`src/rtl/i2c_master.sv`:
```
// i2c_master: single-master I2C engine moving one address byte plus one data byte (write or read)
module i2c_master #(
  parameter int CLK_DIV = 4
) (
  input  logic       clock,
  input  logic       rst_n,
  input  logic [6:0] sensorAddr_I2C,
  input  logic [7:0] writeVal_I2C,
  input  logic       mode_I2C,
  input  logic       start_I2C,
  output logic [7:0] readVal_I2C,
  output logic       dataRdy_I2C,
  output logic       nack_I2C,
  output logic       scl_I2C,
  output logic       sda_oe_I2C,
  input  logic       sda_in_I2C
);
  localparam logic [7:0] DIV_MAX = 8'(CLK_DIV - 1);
  typedef enum logic [2:0] {IDLE, START, ADDR, ADDR_ACK, DATA, DATA_ACK, STOP, DONE} state_t;
  state_t     state_q, state_d;
  logic [7:0] div_q, div_d, sh_q, sh_d, data_q, data_d, rd_q, rd_d;
  logic [1:0] qtr_q, qtr_d;
  logic [2:0] bit_q, bit_d;
  logic       mode_q, mode_d, pend_q, pend_d, nack_q, nack_d;
  logic       busy, qend, samp, bend;
  always_comb begin
    state_d = state_q;
    sh_d    = sh_q;
    data_d  = data_q;
    rd_d    = rd_q;
    bit_d   = bit_q;
    mode_d  = mode_q;
    pend_d  = pend_q;
    nack_d  = nack_q;
    busy    = state_q != IDLE && state_q != DONE;
    qend    = busy && div_q == DIV_MAX;
    samp    = qend && qtr_q == 2'd2;
    bend    = qend && qtr_q == 2'd3;
    div_d   = busy ? (qend ? 8'd0 : div_q + 8'd1) : 8'd0;
    qtr_d   = busy ? qtr_q + 2'(qend) : 2'd0;
    case (state_q)
      IDLE: if (start_I2C) begin
        state_d = START;
        sh_d    = {sensorAddr_I2C, mode_I2C};
        data_d  = writeVal_I2C;
        mode_d  = mode_I2C;
        pend_d  = 1'b0;
      end
      START: if (bend) state_d = ADDR;
      ADDR: if (bend) begin
        sh_d    = {sh_q[6:0], 1'b0};
        bit_d   = bit_q + 3'd1;
        state_d = bit_q == 3'd7 ? ADDR_ACK : ADDR;
      end
      ADDR_ACK: begin
        if (samp) pend_d = sda_in_I2C;
        if (bend) begin
          state_d = pend_q ? STOP : DATA;
          sh_d    = data_q;
        end
      end
      DATA: begin
        if (samp && mode_q) sh_d = {sh_q[6:0], sda_in_I2C};
        if (bend) begin
          if (!mode_q) sh_d = {sh_q[6:0], 1'b0};
          bit_d   = bit_q + 3'd1;
          state_d = bit_q == 3'd7 ? DATA_ACK : DATA;
        end
      end
      DATA_ACK: begin
        if (samp && !mode_q) pend_d = sda_in_I2C;
        if (bend) state_d = STOP;
      end
      STOP: if (bend) begin
        state_d = DONE;
        nack_d  = pend_q;
        if (mode_q && !pend_q) rd_d = sh_q;
      end
      default: state_d = IDLE;
    endcase
  end
  always_ff @(posedge clock or negedge rst_n) begin
    if (!rst_n) begin
      state_q <= IDLE;
      div_q   <= '0;
      qtr_q   <= '0;
      bit_q   <= '0;
      sh_q    <= '0;
      data_q  <= '0;
      rd_q    <= '0;
      mode_q  <= 1'b0;
      pend_q  <= 1'b0;
      nack_q  <= 1'b0;
    end else begin
      state_q <= state_d;
      div_q   <= div_d;
      qtr_q   <= qtr_d;
      bit_q   <= bit_d;
      sh_q    <= sh_d;
      data_q  <= data_d;
      rd_q    <= rd_d;
      mode_q  <= mode_d;
      pend_q  <= pend_d;
      nack_q  <= nack_d;
    end
  end
  // STOP raises SCL one quarter early so SDA is released while SCL is already high
  always_comb begin
    scl_I2C = (state_q == IDLE || state_q == DONE) ? 1'b1 :
              (state_q == START) ? qtr_q != 2'd3 :
              (state_q == STOP) ? qtr_q != 2'd0 : qtr_q[1];
    sda_oe_I2C = (state_q == START) ? qtr_q[1] :
                 (state_q == STOP) ? !qtr_q[1] :
                 (state_q == ADDR || (state_q == DATA && !mode_q)) ? !sh_q[7] : 1'b0;
  end
  assign readVal_I2C = rd_q;
  assign nack_I2C    = nack_q;
  assign dataRdy_I2C = state_q == DONE;
endmodule
```
`config.mk`:
```
export PLATFORM = sky130hd
export DESIGN_NAME = i2c_master
export DESIGN_NICKNAME = d
export VERILOG_FILES = /design/src/rtl/i2c_master.sv
export SDC_FILE = /design/constraint.sdc
export NUM_CORES = 1
export LEC_CHECK = 0
export ABC_AREA = 1
export CAP_MARGIN = 20
export CELL_PAD_IN_SITES_DETAIL_PLACEMENT = 1
export CELL_PAD_IN_SITES_GLOBAL_PLACEMENT = 2
export CORE_MARGIN = 2
export CORE_UTILIZATION = 33
export DETAILED_ROUTE_END_ITERATION = 8
export PLACE_DENSITY_LB_ADDON = 0.1
export SETUP_SLACK_MARGIN = 0.15
export SLEW_MARGIN = 0
export SYNTH_ARGS = -nofsm -noshare
export SYNTH_HDL_FRONTEND = slang
export SYNTH_SLANG_ARGS = --single-unit
```
`constraint.sdc`:
```
create_clock -name clock -period 2.2 [get_ports clock]
set_clock_uncertainty 0.05 [all_clocks]
set_input_delay 0.22 -clock clock [delete_from_list [all_inputs] [get_ports clock]]
set_output_delay 0.22 -clock clock [all_outputs]
set_load 0.05 [all_outputs]
```
# Word level (Yosys, flattened, before mapping)
# Cells that the tools add are included.
# totals
ff_bits,43
elab_cells,93
# classes
addsub,3
eq_ne,22
muxes,31
n_reduce_logical,27
# op_table
operator,n
$mux W8,8
$pmux W8 S4,1
$mux W3,7
$pmux W3 S7,1
$ne A2 B2 Y1 const B,10
$eq A3 B3 Y1 const B,5
$mux W1,11
$add A8 B1 Y8 const B,1
$eq A8 B2 Y1 const B,1
$logic_and A1 B1 Y1,8
$reduce_and A4 Y1,2
$reduce_and A7 Y1,1
$eq A3 B2 Y1 const B,2
$reduce_and A2 Y1,3
$reduce_bool A3 Y1,2
$eq A2 B2 Y1 const B,2
$logic_not A1 Y1,4
$mux W2,2
$reduce_bool A4 Y1,1
$add A3 B1 Y3 const B,1
$eq A3 B1 Y1 const B,1
$logic_not A3 Y1,1
$ne A3 B3 Y1 const B,1
$pmux W1 S3,1
other kinds (5),6

# Longest topological paths before layout
# logic_depth
depth_word,9
depth_mapped,11
depth_no_buf,11

# Worst setup path before layout
# No wires, ideal clock.
# synth_timing
path_kind,reg-to-output
start,register state_q[1]
end,output port sda_oe_I2C
arrival_ps,1520
slack_ps,410
path_stages_with_launch,8
cell_sequence,dfrtp_1 > inv_2 > nand2_1 > nor2_2 > inv_1 > o21ai_0 > nand2_1 > nand3_1
# synth_between
elab_chain_cells,6
elab_cells_between_ends,9
# synth_rtl
element,line,text
from (decl),20,"state_t state_q, state_d;"
from (signal assigned),95,state_q <= state_d;
$eq A3 B3 Y1,114,(state_q == ADDR || (state_q == DATA && !mode_q)) ? !sh_q[7] : 1'b0;
$logic_and A1 B1 Y1,114,
$logic_or A1 B1 Y1,114,
$mux W1,114,
$mux W1,113,(state_q == STOP) ? !qtr_q[1] :
$mux W1 *,112,sda_oe_I2C = (state_q == START) ? qtr_q[1] :
to (decl),15,"output logic sda_oe_I2C,"
# Every way passes the cells marked *; elsewhere a longest branch is shown, timed or not.

# Worst setup path in the final report
# layout_timing
start,register state_q[1]
end,output port scl_I2C
# layout_between
elab_chain_cells,4
elab_cells_between_ends,8
# layout_rtl
element,line,text
$eq A3 B3 Y1,111,(state_q == STOP) ? qtr_q != 2'd0 : qtr_q[1];
$mux W1,111,
$mux W1,110,(state_q == START) ? qtr_q != 2'd3 :
$mux W1 *,109,scl_I2C = (state_q == IDLE || state_q == DONE) ? 1'b1 :
to (decl),14,"output logic scl_I2C,"
# Marked as above.

==> results.sh <==
export IMPL_slew_violations=0
export IMPL_ys_warn_count=0
export IMPL_ant_nets=0
export IMPL_cts_max_level=2
export IMPL_p_leak_uw=0.00152
export IMPL_clock_latency_ns=0.30
export IMPL_finalSetupViolCount=0
export IMPL_yosys_area_top_type="dfrtp_1"
export IMPL_fmax_mhz=527
export IMPL_synthTopCellsByCount="nand2_1 (66), dfrtp_1 (43), nor2_1 (43)"
export IMPL_hold_viol=0
export IMPL_ys_types=38
export IMPL_synthArstFlopShare_pct=100
export IMPL_synth_area_top_cells="dfrtp_1 (44%), nand2_1 (10%), nor2_1 (6.5%), inv_1 (4.3%), nand3_1 (4.3%)"
export IMPL_dp_cells=430
export IMPL_status="finished clean"
export IMPL_r2r_start="state_q[2]"
export IMPL_viasPerCell=4.75
export IMPL_grt_pass1_vias=2135
export IMPL_r2r_end="sh_q[2]"
export IMPL_grt_met2_usage_pct=25.9
export IMPL_relSlewSlack_pct=57.1
export IMPL_synth_most_common_cell="nand2_1"
export IMPL_final_util_pct=43.6
export IMPL_die_area_um2=8200
export IMPL_vias=2134
export IMPL_drv_cap=0
export IMPL_rows=31
export IMPL_gr_usage_met3_pct=2.84
export IMPL_syn_area_per_cell_um2=8.26
export IMPL_drt_wirelength_per_cell_um=14.4
export IMPL_core_um2=7250
export IMPL_crit_chain="buf_4, nor2_1, inv_1, nor2_2, a21oi_1, a21oi_1, nand2_1, buf_12"
export IMPL_syn_num_nets=323
export IMPL_fin_crit_sh_pct=86.3
export IMPL_post_route_drc_count=0
export IMPL_top_usage_layer="met2"
export IMPL_cts_root_buffer="clkbuf_8"
export IMPL_worstMarginPinSlew_ns=0.636
export IMPL_ys_ff_latch=43
export IMPL_synth_cell_area_um2=2470
export IMPL_finalCriticalPeriod_ns=1.90
export IMPL_cts_tree="built"
export IMPL_grtUsageMet1_pct=23.2
export IMPL_grt_first_pass_wirelength_um=10700
export IMPL_synth_ff_type="dfrtp_1"
export IMPL_firstDrtPassIters=6
export IMPL_crit_type="reg2out"
export IMPL_diodes=0
export IMPL_r2r_cells=11
export IMPL_clkTransAtPathRegs_ns=0.09
export IMPL_synth_cells=299
export IMPL_die_w_um=90.5
export IMPL_start_kind="flop"
export IMPL_grt_setup_unrepaired="true"
export IMPL_port_buffers=31
export IMPL_cp_arrival_ns=1.63
export IMPL_wl_um=6470
export IMPL_path_max_fanout=4
export IMPL_cts_path_max_buffers=2
export IMPL_seq_area_frac_synth_pct=43.5
export IMPL_drt_iter0_drc=68
export IMPL_max_stage_delay_ns=0.43
export IMPL_grt_usage_pct=16.5
export IMPL_grt_max_degree=24
export IMPL_layout_area_overhead_vs_synth_pct=27.9
export IMPL_antenna_found_initial=0
export IMPL_cpMostUsedCell="a21oi_1"
export IMPL_hpwlAfterDp_um=4880
export IMPL_chipHeight_um=90.5
export IMPL_hold_path_class="in2async"
export IMPL_holdWs_ns=0.371
export IMPL_numClockSinks=43
export IMPL_ir_drop_uv=396
export IMPL_powerDensity_nw_per_um2=1330
export IMPL_fin_setup_tns_ns=0
export IMPL_fin_nets=373
export IMPL_gp_congestion=0.876
export IMPL_synth_edf_count=0
export IMPL_crit_path_end_kind="output port"
export IMPL_grt_ovfl_total=0
export IMPL_worstPathRequired_ns=1.93
export IMPL_io_pin_count=32
export IMPL_drive_above_1_share_pct=20.9
export IMPL_start_util_pct=34.1
export IMPL_cts_buffers=5
export IMPL_fin_cells=449
export IMPL_cp_slowest_cell="dfrtp_2"
export IMPL_synth_top_area_share_pct=43.5
export IMPL_ff2ff_setup_slack_ns=0.30
-- power breakdown --
part	switching [µW]	internal (µW)	total, µW
sequential	188	1030	1220
combinational	1400	845	2250
clock	293	454	748
total	1880	2330	4210
-- metrics by stage --
stage	setup WS, ns	total power [µW]	area (µm²)
3_3_place_gp	0.248	3340	2930
6_report	0.302	4210	3160
2_1_floorplan	0.410	2740	2470
3_5_place_dp	0.233	3350	2930
4_1_cts	0.153	4170	3110
5_1_grt	0.144	4570	3160
-- cell type report --
type,count,area (µm²)
sequential,43,1080
tap,99,124
clock buffer,6,72.6
multi-input combinational,217,1230
timing repair buffer,48,465
fill,892,4090
inverter,34,133
clock inverter,2,60.1
-- worst max-delay path: cells and delay by family, from the launching register on --
family	cells	cell delay, ns
buffers and inverters	3	0.39
AOI/OAI and AO/OA	2	0.17
and+or+nand+nor	3	0.34
DFF	1	0.43
-- state kept, by name, indices dropped and copies added (netlist names) --
signal       count
sh_q             8
qtr_q            2
pend_q           1
readVal_I2C      8
div_q            8
nack_I2C         1
mode_q           1
state_q          3
data_q           8
bit_q            3
-- per-layer routing --
| metal | up-vias | share of wire [%] |
|---|---|---|
| li1 | 1063 | - |
| met1 | 1027 | 50 |
| met2 | 36 | 46 |
| met3 | 8 | 2.7 |
| met4 | 0 | 1.5 |
| met5 | - | 0 |
-- logic make-up (layout without fill, tap and decap cells) --
family                     count (synthesis)  after routing  share of synthesized area (%)
AOI/OAI and AO/OA                         42             42                           10.9
xor gates and xnor gates                   6              6                           2.13
adders and majority gates                  4              4                           2.03
DFF                                       43             43                           43.5
buffers and inverters                     39             90                           7.09
and+or+nand+nor                          159            159                           31.5
muxes                                      6              6                           2.73
-- cells in the final DEF (no fill, tap or decap), drive strengths merged --
cell           synthesis  routed
nor3b                  1       1
clkbuf                 0       6
o22ai                  4       4
nor3                   3       3
nor2                  51      51
o21bai                 1       1
nand2                 74      74
a21oi                 14      14
and3                   1       1
o21ai                 17      17
bufinv                 0       2
a211oi                 4       4
nand4                  3       3
dfrtp                 43      43
xor2                   3       3
clkdlybuf4s50          0      27
nand3                 23      23
o211ai                 1       1
a31oi                  1       1
mux2                   6       6
nand3b                 2       2
dlygate4sd3            0       1
xnor2                  3       3
and2                   1       1
inv                   33      34
buf                    5      20
ha                     4       4
-- worst max-delay path by stage --
stage | from | endpoint | slack, ns | cells past startpoint
final | state_q[1] | scl_I2C | 0.30 | 8
after global routing | div_q[0] | sh_q[2] | 0.14 | 10
after CTS | state_q[1] | sda_oe_I2C | 0.15 | 8
after detailed placement | state_q[2] | scl_I2C | 0.23 | 7
after global placement | state_q[2] | scl_I2C | 0.25 | 7
after floorplan | state_q[1] | sda_oe_I2C | 0.41 | 7
-- what timing repair did --
action | CTS | global route
hold endpoints to repair | 20 | 0
endpoints found under the setup margin | 2 | 3
hold buffers | 1 | 0
pin swaps | 1 | 2
setup buffers | 4 | 6
gates resized for setup | 2 | 5
Power figures use the tool's default switching activity.
